--- config.mk ---
export PLATFORM = sky130hd
export DESIGN_NAME = spike_event_scheduler
export DESIGN_NICKNAME = d
export VERILOG_FILES = /design/src/rtl/spike_event_scheduler_pkg.sv /design/src/rtl/spike_event_scheduler_rr_priority_picker.sv /design/src/rtl/spike_event_scheduler.sv
export SDC_FILE = /design/constraint.sdc
export NUM_CORES = 1
export LEC_CHECK = 0
export ABC_AREA = 1
export CELL_PAD_IN_SITES_DETAIL_PLACEMENT = 1
export CELL_PAD_IN_SITES_GLOBAL_PLACEMENT = 2
export CORE_MARGIN = 2
export CORE_UTILIZATION = 29
export CTS_BUF_LIST = sky130_fd_sc_hd__clkbuf_2 sky130_fd_sc_hd__clkbuf_4 sky130_fd_sc_hd__clkbuf_8
export DETAILED_ROUTE_END_ITERATION = 6
export GPL_ROUTABILITY_DRIVEN = 0
export PLACE_DENSITY = 0.82
export SYNTH_ARGS = -nofsm -noshare
export SYNTH_HDL_FRONTEND = slang
export SYNTH_SLANG_ARGS = --single-unit
--- constraint.sdc ---
create_clock -name i_clk -period 2.3 [get_ports i_clk]
set_input_delay 0.46 -clock i_clk [delete_from_list [all_inputs] [get_ports i_clk]]
set_output_delay 0.46 -clock i_clk [all_outputs]
set_load 0.02 [all_outputs]
--- src/rtl/spike_event_scheduler_pkg.sv ---
// Shared definitions for the spike event scheduler: FSM state encoding and
// default parameter constants.
package spike_event_scheduler_pkg;

  localparam int DEF_NUM_NEURONS      = 4;
  localparam int DEF_IDX_WIDTH        = 2;
  localparam int DEF_REFRACTORY_WIDTH = 8;

  typedef enum logic [1:0] {
    IDLE     = 2'd0,
    DISPATCH = 2'd1,
    DONE     = 2'd2
  } sched_state_e;

endpackage

--- src/rtl/spike_event_scheduler_rr_priority_picker.sv ---
// Combinational round-robin search: returns the first set pending bit at or
// after i_ptr, wrapping modulo NUM_NEURONS.
module rr_priority_picker
  import spike_event_scheduler_pkg::*;
#(
  parameter int NUM_NEURONS = DEF_NUM_NEURONS,
  parameter int IDX_WIDTH   = DEF_IDX_WIDTH
) (
  input  logic [NUM_NEURONS-1:0] i_pending,
  input  logic [IDX_WIDTH-1:0]   i_ptr,
  output logic                   o_found,
  output logic [IDX_WIDTH-1:0]   o_idx
);

  function automatic logic [IDX_WIDTH-1:0] rot_idx(input logic [IDX_WIDTH-1:0] p,
                                                   input int k);
    int s;
    s = int'(p) + k;
    if (s >= NUM_NEURONS) s = s - NUM_NEURONS;
    return IDX_WIDTH'(s);
  endfunction

  // Scan from the farthest offset down so the nearest hit is written last.
  always_comb begin
    o_found = |i_pending;
    o_idx   = '0;
    for (int k = NUM_NEURONS - 1; k >= 0; k--) begin
      if (i_pending[rot_idx(i_ptr, k)]) o_idx = rot_idx(i_ptr, k);
    end
  end

endmodule

--- src/rtl/spike_event_scheduler.sv ---
// Per-timestep spike event scheduler: latches a layer spike vector and offers
// one neuron index per cycle, round-robin. Optional refractory masking is
// built when SPIKE_SCHED_REFRACTORY_EN is defined.
module spike_event_scheduler
  import spike_event_scheduler_pkg::*;
#(
  parameter int NUM_NEURONS      = DEF_NUM_NEURONS,
  parameter int IDX_WIDTH        = DEF_IDX_WIDTH,
  parameter int REFRACTORY_WIDTH = DEF_REFRACTORY_WIDTH
) (
  input  logic                        i_clk,
  input  logic                        i_reset,
  input  logic                        i_step_start,
  input  logic [NUM_NEURONS-1:0]      i_spike_vec,
  input  logic [REFRACTORY_WIDTH-1:0] i_refractory_period,
  output logic                        o_out_valid,
  output logic [IDX_WIDTH-1:0]        o_out_idx,
  input  logic                        i_out_ready,
  output logic                        o_step_done,
  output logic                        o_busy,
  output logic                        o_overrun
);

  sched_state_e               r_state;
  logic [NUM_NEURONS-1:0]     r_pending;
  logic [IDX_WIDTH-1:0]       r_rr_ptr;
  logic                       r_out_valid;
  logic [IDX_WIDTH-1:0]       r_out_idx;
  logic                       r_step_done;
  logic                       r_busy;
  logic                       r_overrun;

  logic [NUM_NEURONS-1:0]     w_mask;
  logic [NUM_NEURONS-1:0]     w_load;
  logic [NUM_NEURONS-1:0]     w_pend_nxt;
  logic [IDX_WIDTH-1:0]       w_ptr_nxt;
  logic [IDX_WIDTH-1:0]       w_ptr_inc;
  logic [IDX_WIDTH-1:0]       w_pick_idx;
  logic                       w_pick_found;
  logic                       w_hs;
  logic                       w_start_ok;

  assign w_hs       = r_out_valid & i_out_ready;
  assign w_start_ok = (r_state == IDLE) & i_step_start;
  assign w_load     = i_spike_vec & ~w_mask;
  assign w_ptr_inc  = (r_out_idx == IDX_WIDTH'(NUM_NEURONS - 1)) ? '0
                                                                 : r_out_idx + IDX_WIDTH'(1);

  // Next pending/pointer values feed the picker so out_idx can be registered.
  always_comb begin
    w_pend_nxt = r_pending;
    w_ptr_nxt  = r_rr_ptr;
    if (w_start_ok) begin
      w_pend_nxt = w_load;
    end else if (w_hs) begin
      w_pend_nxt[r_out_idx] = 1'b0;
      w_ptr_nxt             = w_ptr_inc;
    end
  end

  rr_priority_picker #(
    .NUM_NEURONS (NUM_NEURONS),
    .IDX_WIDTH   (IDX_WIDTH)
  ) u_picker (
    .i_pending (w_pend_nxt),
    .i_ptr     (w_ptr_nxt),
    .o_found   (w_pick_found),
    .o_idx     (w_pick_idx)
  );

`ifdef SPIKE_SCHED_REFRACTORY_EN
  logic [NUM_NEURONS-1:0][REFRACTORY_WIDTH-1:0] r_refr_cnt;

  always_comb begin
    w_mask = '0;
    for (int i = 0; i < NUM_NEURONS; i++) w_mask[i] = (r_refr_cnt[i] != '0);
  end

  // Decrement happens on the accepted start after the mask was applied; a
  // handshake never coincides with an accepted start.
  always_ff @(posedge i_clk) begin
    if (i_reset) begin
      r_refr_cnt <= '0;
    end else begin
      for (int i = 0; i < NUM_NEURONS; i++) begin
        if (w_start_ok && (r_refr_cnt[i] != '0))
          r_refr_cnt[i] <= r_refr_cnt[i] - REFRACTORY_WIDTH'(1);
        else if (w_hs && (r_out_idx == IDX_WIDTH'(i)))
          r_refr_cnt[i] <= i_refractory_period;
      end
    end
  end
`else
  logic w_unused_refr;
  assign w_unused_refr = ^i_refractory_period;
  assign w_mask        = '0;
`endif

  always_ff @(posedge i_clk) begin
    if (i_reset) begin
      r_state     <= IDLE;
      r_pending   <= '0;
      r_rr_ptr    <= '0;
      r_out_valid <= 1'b0;
      r_out_idx   <= '0;
      r_step_done <= 1'b0;
      r_busy      <= 1'b0;
      r_overrun   <= 1'b0;
    end else begin
      r_step_done <= 1'b0;
      r_overrun   <= 1'b0;
      r_pending   <= w_pend_nxt;
      r_rr_ptr    <= w_ptr_nxt;
      case (r_state)
        IDLE: begin
          if (i_step_start) begin
            r_busy <= 1'b1;
            if (w_pick_found) begin
              r_state     <= DISPATCH;
              r_out_valid <= 1'b1;
              r_out_idx   <= w_pick_idx;
            end else begin
              r_state     <= DONE;
              r_step_done <= 1'b1;
            end
          end
        end
        DISPATCH: begin
          r_overrun <= i_step_start;
          if (w_hs) begin
            if (w_pick_found) begin
              r_out_idx <= w_pick_idx;
            end else begin
              r_state     <= DONE;
              r_out_valid <= 1'b0;
              r_step_done <= 1'b1;
            end
          end
        end
        DONE: begin
          r_overrun <= i_step_start;
          r_state   <= IDLE;
          r_busy    <= 1'b0;
        end
        default: begin
          r_state     <= IDLE;
          r_out_valid <= 1'b0;
          r_busy      <= 1'b0;
        end
      endcase
    end
  end

  assign o_out_valid = r_out_valid;
  assign o_out_idx   = r_out_idx;
  assign o_step_done = r_step_done;
  assign o_busy      = r_busy;
  assign o_overrun   = r_overrun;

endmodule

# Word level (Yosys, flattened, before mapping)
# Index checks and enable logic that the tools add are counted.
# classes
magnitude_cmp	10
mux	43
add_sub_neg	8
bitwise_logic	7
eq_ne	7
n_reduce_logical	10
# op_table
op	n
$mux 2	18
$lt 2x3->1 const B	5
$mux 1	13
$ge 3x3->1 const B	3
$bmux 1 s2	4
$mux 4	2
$pmux 2 s2	2
$sub 2x1->2 const B	4
$add 2x2->3 const B	2
$ne 2x2->1 const B	3
$reduce_and 3->1	2
$reduce_and 5->1	1
$and 4x4->4	1
$eq 2x2->1 const B	2
$not 4->4	1
$pmux 1 s2	2
$reduce_or 2->1	2
$reduce_or 4->1	1
$add 2x1->3 const B	1
$ge 2x3->1 const B	1
$not 1->1	3
$pmux 1 s3	1
$add 2x1->2 const B	1
$and 1x1->1	2
8 further kinds	8
# totals
regBits	14

# Depth between registers and ports, before layout
# logic_depth
ltp_word	17
depth_mapped	19

# By module
# A second synthesis with hierarchy kept.
# unflattened
hier_cells	150
area_unflattened_um2	963.4
# by_module_without_submodules
module	cells_per_inst	n_inst	area_per_inst_um2
spike_event_scheduler	100	1	714.4
rr_priority_picker	50	1	249.0

# Worst setup path before layout
# OpenSTA, ideal clock, no wires.
# synth_timing
kind	register to register
start	register r_out_idx[0], in the netlist o_out_idx[0]
end	register r_out_idx[0], in the netlist o_out_idx[0]
path_stages_with_launch	15
n_path_buf	0
arrival_time_ps	1695
setup_ps	131
required_ps	2169
period_less_slack_ps	1826
slack_ps	474
cell_sequence	dfxtp_1 -> inv_1 -> ha_1 -> inv_1 -> nand3_1 -> nand2_1 -> nand3_1 -> nand2_1 -> clkinv_1 -> nand2_1 -> nand2_1 -> nand2_1 -> nand2_1 -> nand2_1 -> a21oi_2
# synth_between
elab_chain_cells	17
elab_cells_between_ends	46
classes_between	8 x add/sub; 6 x order compare; 1 x eq/ne; 27 x mux; 2 x bitwise; 2 x reduce/logical
# synth_lines
element	line_no	source
from (decl)	spike_event_scheduler.sv:28	logic [IDX_WIDTH-1:0] r_out_idx;
from (signal assigned)	spike_event_scheduler.sv:121	r_out_idx <= w_pick_idx;
from (signal assigned)	spike_event_scheduler.sv:132	r_out_idx <= w_pick_idx;
parallel branches: the longest is 14 deep, another holds $add 2x2->3	-	
$mux 2 *	spike_event_scheduler.sv:118, spike_event_scheduler.sv:131	
$mux 2, on equally long branches	spike_event_scheduler.sv:130, spike_event_scheduler.sv:116	
$pmux 2 s2 *	spike_event_scheduler.sv:114	case (r_state)
# Every way passes the cells marked *. The select of a mux whose other input is x is not followed.
# A chain may end at the register's enable or synchronous reset.

# Worst setup path in the final report
# layout_timing
start	register r_state[1]
end	register r_out_idx[0], in the netlist o_out_idx[0]
# layout_between
elab_chain_cells	15
elab_cells_between_ends	41
classes_between	7 x add/sub; 4 x order compare; 3 x eq/ne; 22 x mux; 1 x bitwise; 4 x reduce/logical
# layout_lines
element	line_no	source
from (decl)	spike_event_scheduler.sv:24	sched_state_e r_state;
from (signal assigned)	spike_event_scheduler.sv:101	r_state <= IDLE;
from (signal assigned)	spike_event_scheduler.sv:119	r_state <= DISPATCH;
from (signal assigned)	spike_event_scheduler.sv:123	r_state <= DONE;
$logic_not 2->1	spike_event_scheduler.sv:44, spike_event_scheduler.sv:114	
$and 1x1->1	spike_event_scheduler.sv:44	assign w_start_ok = (r_state == IDLE) & i_step_start;
$mux 2	spike_event_scheduler.sv:53	if (w_start_ok) begin
$add 2x2->3	spike_event_scheduler_rr_priority_picker.sv:18	s = int'(p) + k;
$ge 3x3->1 / $sub 2x1->2 (equally long branches)	spike_event_scheduler_rr_priority_picker.sv:19	if (s >= NUM_NEURONS) s = s - NUM_NEURONS;
$mux 2	spike_event_scheduler_rr_priority_picker.sv:19	
$bmux 1 s2	spike_event_scheduler_rr_priority_picker.sv:28	if (i_pending[rot_idx(i_ptr, k)]) o_idx = rot_idx(i_ptr, k);
$mux 1 (not written as such)	spike_event_scheduler_rr_priority_picker.sv:28	
$mux 2 (4 in a row)	spike_event_scheduler_rr_priority_picker.sv:28	
$mux 2	spike_event_scheduler.sv:118, spike_event_scheduler.sv:131	
$mux 2, on equally long branches	spike_event_scheduler.sv:130, spike_event_scheduler.sv:116	
$pmux 2 s2	spike_event_scheduler.sv:114	
# Parallel ways exist; a longest one is shown, timed or not. The select of a mux whose other input is x is not followed.

==> run metrics <==
Routed Antenna Nets 0; via count 1097; I/O Pins 22; GRT Resource Usage Total 15.6%; Crit Path Category reg -> reg; status completed; Die Y 66.2 um; Worst path slowest cell dfxtp_1; Top FF cell, synth dfxtp_1; drt via density 4.69; Leak Pwr 0.693 nW; hpwl dp 2.39 mm; post-synth cell types 29; area leader, netlist dfxtp_1; sequential area share after synthesis 25.0%; pwr dens 1390 nW/um2; CP startpoint r_state[1]; Clk pwr share 12.5%; hold_sp o_busy; Die X 66.2 um; Syn. warnings 0; DRC violations left 0; CP most frequent cell nand2_1; CTS Sinks 14; post-CTS setup buffers 0; RSZ-0062 raised after global routing false; Final WS setup 267 ps; Worst-path clk slew 60 ps; root buffer cell clkbuf_8; pre-CTS setup slack -134 ps; buffer levels on the longest clock path 2; slowest stage delay, CP 310 ps; TritonCTS clock tree done; Synth async-reset ratio 0%; most common cell in the netlist nand2_1; worst slew pin tran 358 ps; Sequential Power Share 18.7%; Mapped Cells 160; number of diodes 0; NetSw 0.957 mW; Post-Syn Area 1120 um2; Initial Utilization 30.4%; Clock Latency Late Sink 250 ps; cell total after placement 230; max_cap viols 0; max_slew headroom 75.5%; TritonCTS buffer count 3; post-route insts no fill 234; Cell Chain, Critical Path inv_1 -> ha_2 -> nand2_8 -> nand2_1 -> nand2_1 -> nand2_4 -> nand2_1 -> nand3_1 -> nand2_1 -> nand3_1 -> nand2_1 -> nand2_1 -> nand2_1 -> nand2_1 -> a21oi_2; Critical Path AT 2170 ps; largest vdd supply drop 0.596 mV; Slew Viols, Final 0; post-synth top area share 25.0%; hold crit path type reg -> reg; final hold violations 0; Combinational Power Share 68.8%; final setup fails 0; Avg WL per Cell 12.6 um; WL final 2.96 mm; P&R area growth vs syn 28.0%; fin nets 210; worst-path maximum fanout 14; Remaining Overflow, GRT 0; Die ar. 4380 um2; final clock period utilization by the worst path 88.4%; crit path time final 2030 ps; Core Area 3690 um2; Post-Syn Nets 183; Yosys reg bits 14; Rows 22; Syn Area/Cell 7.01 um2; synth cell count leaders nand2_1 (56), inv_1 (20), dfxtp_1 (14), nand3_1 (12), nor2_1 (12); R2R Path Start r_state[1]; number of flops mapped to enable cells by yosys 0; Layout Utilization 38.9%; H-tree levels 1; first-pass GRT wire length 5.25 mm; Pint 1.03 mW; proportion of layout cells with a drive suffix above 1 22.6%; Setup Skew 2.99 ps; drt first pass iters 3; Net Sw Frac 48.1%; top post-synthesis cells by area dfxtp_1 (25%), nand2_1 (19%), ha_1 (7.8%); PortBufs 13; vias in the first global route 1153; setup tns final 0 ps; antenna violations before repair 0; WP data required 2440 ps; Fmax 492 MHz; largest net degree at the start of global routing 15; CP Launch Type flop; DRT iter0 DRCs 24; Crit. End Element flop
## stage by stage
| step | area (um2) | power (mW) | hold slack [ps] |
|---|---|---|---|
| 2_1_floorplan | 1120 | 1.35 | 490 |
| 3_3_place_gp | 1380 | 1.69 | 497 |
| 3_5_place_dp | 1380 | 1.75 | 527 |
| 4_1_cts | 1430 | 2.00 | 532 |
| 5_1_grt | 1440 | 2.21 | 571 |
| 6_report | 1440 | 1.99 | 532 |
## path summary, 6_finish.rpt
kind / cells past startpoint / end / slack, ps
worst max-delay path: 15 / o_out_idx[0] / 270
worst min-delay path: 2 / o_busy / 530
worst max register to register: 15 / o_out_idx[0] / 270
worst min register to register: 2 / o_busy / 530
## area by class of cell
cell class              instances  area [um2]
fillers                       499        2250
multi-input cells             120         713
flip-flops and latches         14         280
repair buffers                 26         243
inverters                      22        85.1
well taps                      48        60.1
clock buffers                   4        55.1
## worst max-delay path, delay by kind of cell (launching register included)
| family | cells | cell delay, ps |
|---|---|---|
| flip-flops | 1 | 310 |
| AO/OA/AOI/OAI | 1 | 50 |
| buffers and inverters | 1 | 120 |
| adder cells (fa/ha/maj) | 1 | 300 |
| AND/OR/NAND/NOR | 12 | 1150 |
## power groups by stage
| stage | Sequential (mW) | Combinational, mW | Clock (mW) |
|---|---|---|---|
| floorplan | 0.407 | 0.944 | 0 |
| global placement | 0.369 | 1.32 | 0 |
| detailed placement | 0.377 | 1.37 | 0 |
| CTS | 0.371 | 1.37 | 0.256 |
| global route | 0.380 | 1.56 | 0.268 |
| finish | 0.373 | 1.37 | 0.248 |
## cell usage in the layout (no fill, tap or decap), drive strengths merged
master / count
clkinv: 1
nor4: 1
a21boi: 1
a221oi: 2
o21ai: 1
nand3: 18
dlymetal6s2s: 1
nand4: 1
o211ai: 1
buf: 13
ha: 7
nor3: 1
a21oi: 5
clkdlybuf4s50: 12
clkbuf: 4
or2: 2
a2111oi: 1
nand2: 65
dfxtp: 14
nor2: 13
inv: 21
a211oi: 1
## what timing repair did
action | 4_1_cts | 5_1_grt
endpoints found under the setup margin | 0 | 2
hold endpoints to repair | 0 | 0
hold buffers | 0 | 0
resized for setup | 0 | 2
## layer usage
metal  part of all wire (%)  up-vias  track usage, %
met5                      0        -               0
met1                     49      527            18.3
met4                   0.74        0            3.06
li1                       -      554               -
met3                    2.7        5            4.09
met2                     47       11            28.1
## state kept, by name, summed over array words and instances (netlist names)
name         count
r_pending        4
o_out_idx        2
o_busy           1
r_state          2
o_out_valid      1
o_step_done      1
r_rr_ptr         2
o_overrun        1
## logic make-up after synthesis
family | after synthesis | share of synthesized area, %
DFF | 14 | 25.0
AOI/OAI and AO/OA | 12 | 8.36
adders and majority gates | 7 | 7.80
buffers and inverters | 26 | 11.7
and+or+nand+nor | 101 | 47.2
(Power assumes the default switching activity.)
